===== src/rtl/a2d_arbiter_if.sv =====
// ============================================================================
//  Module   : a2d_arbiter_if
//  Function : Requester + A2D handshake bundle for the two-port A2D arbiter.
//  Revision : 1.0
// ============================================================================
`default_nettype none

interface a2d_arbiter_if;
    logic        req0;
    logic [2:0]  chnl0;
    logic        req1;
    logic [2:0]  chnl1;
    logic        cnv_cmplt;
    logic [11:0] A2D_res;
    logic        start_conv;
    logic [2:0]  chnnl;
    logic        gnt0;
    logic        gnt1;
    logic        done0;
    logic        done1;
    logic [11:0] res0;
    logic [11:0] res1;
    logic        err;
    logic        busy;

    // Arbiter side
    modport slave (
        input  req0, chnl0, req1, chnl1, cnv_cmplt, A2D_res,
        output start_conv, chnnl, gnt0, gnt1, done0, done1, res0, res1, err, busy
    );

    // Requesters plus A2D converter side
    modport master (
        output req0, chnl0, req1, chnl1, cnv_cmplt, A2D_res,
        input  start_conv, chnnl, gnt0, gnt1, done0, done1, res0, res1, err, busy
    );
endinterface

`default_nettype wire


===== src/rtl/a2d_arbiter.sv =====
// ============================================================================
//  Module   : a2d_arbiter
//  Function : Round-robin sharing of one A2D converter between two requesters,
//             with mux settle delay, conversion timeout and per-port results.
//  Revision : 1.0
// ============================================================================
`default_nettype none

module a2d_arbiter #(
    parameter int unsigned SETTLE_CYC  = 8,
    parameter int unsigned TIMEOUT_CYC = 1024
) (
    input  wire             clk,
    input  wire             rst_n,
    a2d_arbiter_if.slave    bus
);

    localparam logic [1:0] C_IDLE   = 2'd0;
    localparam logic [1:0] C_SETTLE = 2'd1;
    localparam logic [1:0] C_WAIT   = 2'd2;
    localparam logic [1:0] C_DONE   = 2'd3;

    localparam logic [15:0] C_SETTLE_LAST  = 16'(SETTLE_CYC - 1);
    localparam logic [15:0] C_TIMEOUT_LAST = 16'(TIMEOUT_CYC - 1);

    logic [1:0]  state_q,      state_d;
    logic [15:0] cnt_q,        cnt_d;
    logic        last_grant_q, last_grant_d;
    logic        start_conv_q, start_conv_d;
    logic [2:0]  chnnl_q,      chnnl_d;
    logic        gnt0_q,       gnt0_d;
    logic        gnt1_q,       gnt1_d;
    logic        done0_q,      done0_d;
    logic        done1_q,      done1_d;
    logic [11:0] res0_q,       res0_d;
    logic [11:0] res1_q,       res1_d;
    logic        err_q,        err_d;
    logic        busy_q,       busy_d;

    logic        w_any_req;
    logic        w_pick1;
    logic        w_settle_end;
    logic        w_timeout;

    assign w_any_req    = bus.req0 | bus.req1;
    // Requester 1 wins when alone, or on a tie when requester 0 was served last
    assign w_pick1      = bus.req1 & (~bus.req0 | ~last_grant_q);
    assign w_settle_end = (cnt_q == C_SETTLE_LAST);
    assign w_timeout    = (cnt_q == C_TIMEOUT_LAST);

    always_ff @(posedge clk) begin
        if (!rst_n) begin
            state_q      <= C_IDLE;
            cnt_q        <= 16'd0;
            last_grant_q <= 1'b1;
            start_conv_q <= 1'b0;
            chnnl_q      <= 3'd0;
            gnt0_q       <= 1'b0;
            gnt1_q       <= 1'b0;
            done0_q      <= 1'b0;
            done1_q      <= 1'b0;
            res0_q       <= 12'd0;
            res1_q       <= 12'd0;
            err_q        <= 1'b0;
            busy_q       <= 1'b0;
        end else begin
            state_q      <= state_d;
            cnt_q        <= cnt_d;
            last_grant_q <= last_grant_d;
            start_conv_q <= start_conv_d;
            chnnl_q      <= chnnl_d;
            gnt0_q       <= gnt0_d;
            gnt1_q       <= gnt1_d;
            done0_q      <= done0_d;
            done1_q      <= done1_d;
            res0_q       <= res0_d;
            res1_q       <= res1_d;
            err_q        <= err_d;
            busy_q       <= busy_d;
        end
    end

    always_comb begin
        state_d = state_q;
        case (state_q)
            C_IDLE:   if (w_any_req)                  state_d = C_SETTLE;
            C_SETTLE: if (w_settle_end)               state_d = C_WAIT;
            C_WAIT:   if (bus.cnv_cmplt || w_timeout) state_d = C_DONE;
            C_DONE:                                   state_d = C_IDLE;
            default:                                  state_d = C_IDLE;
        endcase
    end

    always_comb begin
        cnt_d        = cnt_q;
        last_grant_d = last_grant_q;
        start_conv_d = 1'b0;
        chnnl_d      = chnnl_q;
        gnt0_d       = gnt0_q;
        gnt1_d       = gnt1_q;
        done0_d      = 1'b0;
        done1_d      = 1'b0;
        res0_d       = res0_q;
        res1_d       = res1_q;
        err_d        = 1'b0;
        busy_d       = (state_d != C_IDLE);

        case (state_q)
            C_IDLE: begin
                if (w_any_req) begin
                    chnnl_d      = w_pick1 ? bus.chnl1 : bus.chnl0;
                    gnt0_d       = ~w_pick1;
                    gnt1_d       = w_pick1;
                    last_grant_d = w_pick1;
                    cnt_d        = 16'd0;
                end
            end
            C_SETTLE: begin
                if (w_settle_end) begin
                    start_conv_d = 1'b1;
                    cnt_d        = 16'd0;
                end else begin
                    cnt_d = cnt_q + 16'd1;
                end
            end
            C_WAIT: begin
                // Completion takes priority over a coincident timeout
                if (bus.cnv_cmplt) begin
                    done0_d = gnt0_q;
                    done1_d = gnt1_q;
                    if (gnt1_q) res1_d = bus.A2D_res;
                    else        res0_d = bus.A2D_res;
                end else if (w_timeout) begin
                    done0_d = gnt0_q;
                    done1_d = gnt1_q;
                    err_d   = 1'b1;
                end else begin
                    cnt_d = cnt_q + 16'd1;
                end
            end
            C_DONE: begin
                gnt0_d = 1'b0;
                gnt1_d = 1'b0;
            end
            default: ;
        endcase
    end

    assign bus.start_conv = start_conv_q;
    assign bus.chnnl      = chnnl_q;
    assign bus.gnt0       = gnt0_q;
    assign bus.gnt1       = gnt1_q;
    assign bus.done0      = done0_q;
    assign bus.done1      = done1_q;
    assign bus.res0       = res0_q;
    assign bus.res1       = res1_q;
    assign bus.err        = err_q;
    assign bus.busy       = busy_q;

endmodule

`default_nettype wire


===== src/flat_wrapper.sv =====
// flat-port wrapper written by rule: the top's interface ports become plain ports
module a2d_arbiter_flat 
#(
    parameter int unsigned SETTLE_CYC  = 8,
    parameter int unsigned TIMEOUT_CYC = 1024
)
  (clk, rst_n, bus_req0, bus_chnl0, bus_req1, bus_chnl1, bus_cnv_cmplt, bus_A2D_res, bus_start_conv, bus_chnnl, bus_gnt0, bus_gnt1, bus_done0, bus_done1, bus_res0, bus_res1, bus_err, bus_busy);
  a2d_arbiter_if bus_i ();
  input  wire clk;
  input  wire rst_n;
  input wire logic [$bits(bus_i.req0)-1:0] bus_req0;
  input wire logic [$bits(bus_i.chnl0)-1:0] bus_chnl0;
  input wire logic [$bits(bus_i.req1)-1:0] bus_req1;
  input wire logic [$bits(bus_i.chnl1)-1:0] bus_chnl1;
  input wire logic [$bits(bus_i.cnv_cmplt)-1:0] bus_cnv_cmplt;
  input wire logic [$bits(bus_i.A2D_res)-1:0] bus_A2D_res;
  output wire logic [$bits(bus_i.start_conv)-1:0] bus_start_conv;
  output wire logic [$bits(bus_i.chnnl)-1:0] bus_chnnl;
  output wire logic [$bits(bus_i.gnt0)-1:0] bus_gnt0;
  output wire logic [$bits(bus_i.gnt1)-1:0] bus_gnt1;
  output wire logic [$bits(bus_i.done0)-1:0] bus_done0;
  output wire logic [$bits(bus_i.done1)-1:0] bus_done1;
  output wire logic [$bits(bus_i.res0)-1:0] bus_res0;
  output wire logic [$bits(bus_i.res1)-1:0] bus_res1;
  output wire logic [$bits(bus_i.err)-1:0] bus_err;
  output wire logic [$bits(bus_i.busy)-1:0] bus_busy;
  assign bus_i.req0 = bus_req0;
  assign bus_i.chnl0 = bus_chnl0;
  assign bus_i.req1 = bus_req1;
  assign bus_i.chnl1 = bus_chnl1;
  assign bus_i.cnv_cmplt = bus_cnv_cmplt;
  assign bus_i.A2D_res = bus_A2D_res;
  assign bus_start_conv = bus_i.start_conv;
  assign bus_chnnl = bus_i.chnnl;
  assign bus_gnt0 = bus_i.gnt0;
  assign bus_gnt1 = bus_i.gnt1;
  assign bus_done0 = bus_i.done0;
  assign bus_done1 = bus_i.done1;
  assign bus_res0 = bus_i.res0;
  assign bus_res1 = bus_i.res1;
  assign bus_err = bus_i.err;
  assign bus_busy = bus_i.busy;
  a2d_arbiter #(.SETTLE_CYC(SETTLE_CYC), .TIMEOUT_CYC(TIMEOUT_CYC)) u_core (.clk(clk), .rst_n(rst_n), .bus(bus_i));
endmodule

===== config.mk =====
export PLATFORM = sky130hd
export DESIGN_NAME = a2d_arbiter_flat
export DESIGN_NICKNAME = d
export VERILOG_FILES = /design/src/rtl/a2d_arbiter_if.sv /design/src/rtl/a2d_arbiter.sv /design/src/flat_wrapper.sv
export SDC_FILE = /design/constraint.sdc
export NUM_CORES = 1
export LEC_CHECK = 0
export CAP_MARGIN = 0
export CORE_MARGIN = 8
export CORE_UTILIZATION = 54
export CTS_CLUSTER_DIAMETER = 100
export DETAILED_ROUTE_END_ITERATION = 6
export GPL_ROUTABILITY_DRIVEN = 0
export GPL_TIMING_DRIVEN = 0
export PLACE_DENSITY = 0.89
export SKIP_LAST_GASP = 1
export SYNTH_ARGS = -nofsm -noshare
export SYNTH_HDL_FRONTEND = slang
export SYNTH_SLANG_ARGS = --single-unit

===== constraint.sdc =====
create_clock -name clk -period 5.2 [get_ports clk]
set_input_delay 0.52 -clock clk [delete_from_list [all_inputs] [get_ports clk]]
set_output_delay 0.52 -clock clk [all_outputs]
set_load 0.02 [all_outputs]

==> metrics.md <==
| Metric | Value |
|---|---|
| Total DRC errors in the routed layout | 0 |
| Static leakage | 1.08 nW |
| Tmin final | about 2500 ps |
| Number of enable flip-flop cells after synthesis | 0 |
| Post-route fraction of the period consumed by the critical path | 0.486 |
| Power share of the sequential group | 0.553 |
| Setup-failing EPs final | 0 |
| Proportion of synthesized flip-flops having asynchronous set or reset | 0 |
| Global-route wire length before repair | about 12000 µm |
| HP Class | reg2reg |
| Core box area | 4410 µm² |
| Placement row count | 24 |
| Antenna violations before repair | 0 |
| First-pass DRT Iterations | 5 |
| Synthesized Nets | 340 |
| Number of nets in the finished design | around 400 |
| Pwr Density | approximately 240 nW/µm² |
| Logic gate share of total power | 0.131 |
| Overall track demand over capacity in global routing | 0.198 |
| Fraction of layout cells with a size suffix above 1 | 0.0532 |
| Via count | between 2000 and 3000 |
| Number of global-route vias before repair | 2510 |
| Area delta synth->final | 28.7% |
| Buffers inserted by post-CTS timing repair | 0 |
| Setup TNS Final | 0 ps |
| Dominant register cell in the synthesized netlist | dfxtp_1 |
| Root buffer cell | clkbuf_8 |
| Area contributors post-synth | dfxtp_1 43%, nand2_1 11%, a21oi_1 5.8% |
| Yosys top cell by area | dfxtp_1 |
| Result of the run | finished, final reports clean |
| Share of total power in the clock network | 0.316 |
| Initial detailed-routing violation count | roughly 210 |
| Switching power total | 0.206 mW |
| Actual transition at the worst max-transition pin | about 610 ps |
| Yosys top cell area share | 0.426 |
| Clock tree from TritonCTS | done |
| Count leader, synth | nand2_1 |
| Slew headroom | 0.586 |
| Total CTS buffers | 5 |
| Pre-CTS setup slack | 2530 ps |
| Type of the setup path with the least slack | reg2reg |
| # Max-Cap Violations | 0 |
| Setup slack after layout | 2670 ps |
| Final setup skew | 8.68 ps |
| Port-buffer cells | 56 |
| Initial core utilization | 0.565 |
| Net switching fraction of the power | 0.271 |
| Antenna cells | 0 |
| Post-synthesis sequential element count | 53 |
| Number of I/O pins | 57 |
| Internal power | 0.553 mW |
| Largest voltage drop on the vdd net | 0.000157 V |
| Number of buffers on the longest clock path | 2 |
| Arrival time of data at the critical path endpoint | 2760 ps |
| Cells after Synth | 312 |
| Detailed Place HPWL | around 5200 µm |
| Portion of the post-synthesis area used by sequential elements | 0.426 |
| Synth cell count leaders | 70 x nand2_1, 53 x dfxtp_1, 29 x a21oi_1, 21 x nand3_1, 14 x clkbuf_1 |
| Source-to-sink clock delay at the later pin of the worst-skew pair | 310 ps |
| GRT Residual Overflow | 0 |
| Critical Path Source Type | flip-flop |
| Number of buffers inserted by hold repair at cts | 0 |
| Setup repair after global routing missed its margin | no |
| Pin count of the biggest net entering global routing | 18 |
| Die area | 7050 µm² |
| Fmax achieved | ~0.40 GHz |
| Final hold violation count | 0 |
| Max-slew violation count | 0 |
| Vias per cell | 6.06 |
| Critical path fanouts, max | 10 |
| Die boundary width | 83.9 µm |
| Worst Setup SP | u_core.state_q[0]$_SDFF_PN0_ |
| Count of warnings emitted by yosys | 0 |
| Clock sinks | 53 |
| Reg-to-reg critical path startpoint | u_core.state_q[0]$_SDFF_PN0_ |
| Final Core Density | 0.727 |
| Category of the worst setup path capture point | flip-flop |
| Clk slew on worst S/H paths | 100 ps |
| CTS H-tree depth | 2 |
| Number of antenna-violating nets in the routed design | 0 |
| Worst EP required | 5430 ps |
| Number of cells upsized or downsized after cts | 0 |
| Cell area after synthesis | between 2000 and 2500 µm² |
| Average instance area after synthesis | 7.99 µm² |
| Layout filler cell count | 322 |
| Final wirelength | 7110 µm |
| Chip height | 83.9 µm |
| Number of distinct standard cells referenced by the synthesized netlist | 49 |
| Wire length per cell | 16.6 µm |
| Hold wc startpoint | u_core.bus.res1[10]$_SDFFE_PN0P_ |
==> worst paths after layout <==
path                                           end  slack, ps  depth (start not counted)
setup / recovery      u_core.cnt_q[3]$_SDFFE_PN0P_       2670                          9
hold / removal    u_core.bus.res1[10]$_SDFFE_PN0P_        460                          2
setup reg to reg      u_core.cnt_q[3]$_SDFFE_PN0P_       2670                          9
hold reg to reg   u_core.bus.res1[10]$_SDFFE_PN0P_        460                          2
==> cell type report <==
| cell class | instances | area (µm²) | share of cell area |
|---|---|---|---|
| buffer | 21 | 105 | 0.0328 |
| clock buffer | 5 | 68.8 | 0.0215 |
| clock inverter | 3 | 21.3 | 0.00663 |
| inverter | 8 | 30.0 | 0.00936 |
| multi-input combinational | 230 | 1300 | 0.404 |
| sequential | 53 | 1060 | 0.331 |
| tap | 52 | 65.1 | 0.0203 |
| timing repair buffer | 56 | 561 | 0.175 |
==> power by group through the flow <==
stage                     combinational, mW  clock, mW  sequential, mW
after floorplan                      0.0465          0           0.435
after global placement               0.0964          0           0.428
after detailed placement             0.0981          0           0.429
after CTS                            0.0993      0.242           0.420
after global routing                  0.109      0.259           0.421
final                                0.0998      0.240           0.420
==> placed cells by master, fill, tap and decap left out, drive strengths merged, types with 2 or more instances in the layout <==
master         netlist  final
or3                  3      3
o31ai                3      3
nor2                12     12
ha                   5      5
and4                 3      3
nor4b                4      4
o221ai               2      2
and3                 5      5
and2                 5      5
nand3b               2      2
a22oi                2      2
a211oi               2      2
inv                  8      9
a21boi               3      3
nand2b               2      2
a31oi                9      9
o21ai                3      3
clkbuf              14     19
buf                  7      7
a21oi               29     29
nor3                 4      4
mux2i                2      2
or2                  2      2
nand4                9      9
or4                  6      6
nand4b               4      4
clkdlybuf4s50        0     56
nand2               70     70
o211ai               3      3
nor3b                3      3
nor2b                3      3
nand3               21     21
dfxtp               53     53
==> per-layer routing <==
| metal | global-route usage | share of wire | wire length, µm | vias to the layer above |
|---|---|---|---|---|
| met5 | 0 | 0 | 0 | - |
| met4 | 0.0973 | 0.035 | 247 | 0 |
| met3 | 0.0537 | 0.067 | 475 | 27 |
| met2 | 0.342 | 0.50 | 3530 | 108 |
| met1 | 0.217 | 0.40 | 2860 | 1226 |
| li1 | - | - | - | 1234 |
==> stage by stage <==
step                instances  hold slack (ps)  area [µm²]  power [mW]
finish                    428              461        3210       0.759
global route              428              480        3210       0.789
CTS                       428              464        3210       0.761
detailed placement        420              450        3120       0.527
global placement          420              442        3120       0.525
floorplan                 312              458        2490       0.481
==> registers in the layout, indices dropped and copies added, names as in the netlist <==
name,flops
u_core.cnt_q,16
u_core.bus.res1,12
u_core.last_grant_q,1
u_core.bus.res0,12
u_core.bus.start_conv,1
u_core.bus.gnt1,1
u_core.state_q,2
u_core.bus.gnt0,1
u_core.bus.busy,1
u_core.bus.done1,1
u_core.bus.err,1
u_core.bus.done0,1
u_core.bus.chnnl,3
==> cells by family (layout without fill, tap and decap cells) <==
group,count (synthesis),count (layout),share of synthesized area
and+or+nand+nor,160,160,0.330
buffers and inverters,29,93,0.0542
DFF,53,53,0.426
AOI/OAI and AO/OA,63,63,0.157
muxes,2,2,0.00803
adders and majority gates,5,5,0.0251
==> critical path, stage by stage, from the launching register on <==
cell,delay [ps]
dfxtp_1,420
inv_1,100
ha_1,190
buf_2,170
nand2_1,120
or3b_1,370
a31o_1,230
buf_6,150
or4_1,510
a31oi_1,170
Note: power is estimated with default switching activity, not from simulation.
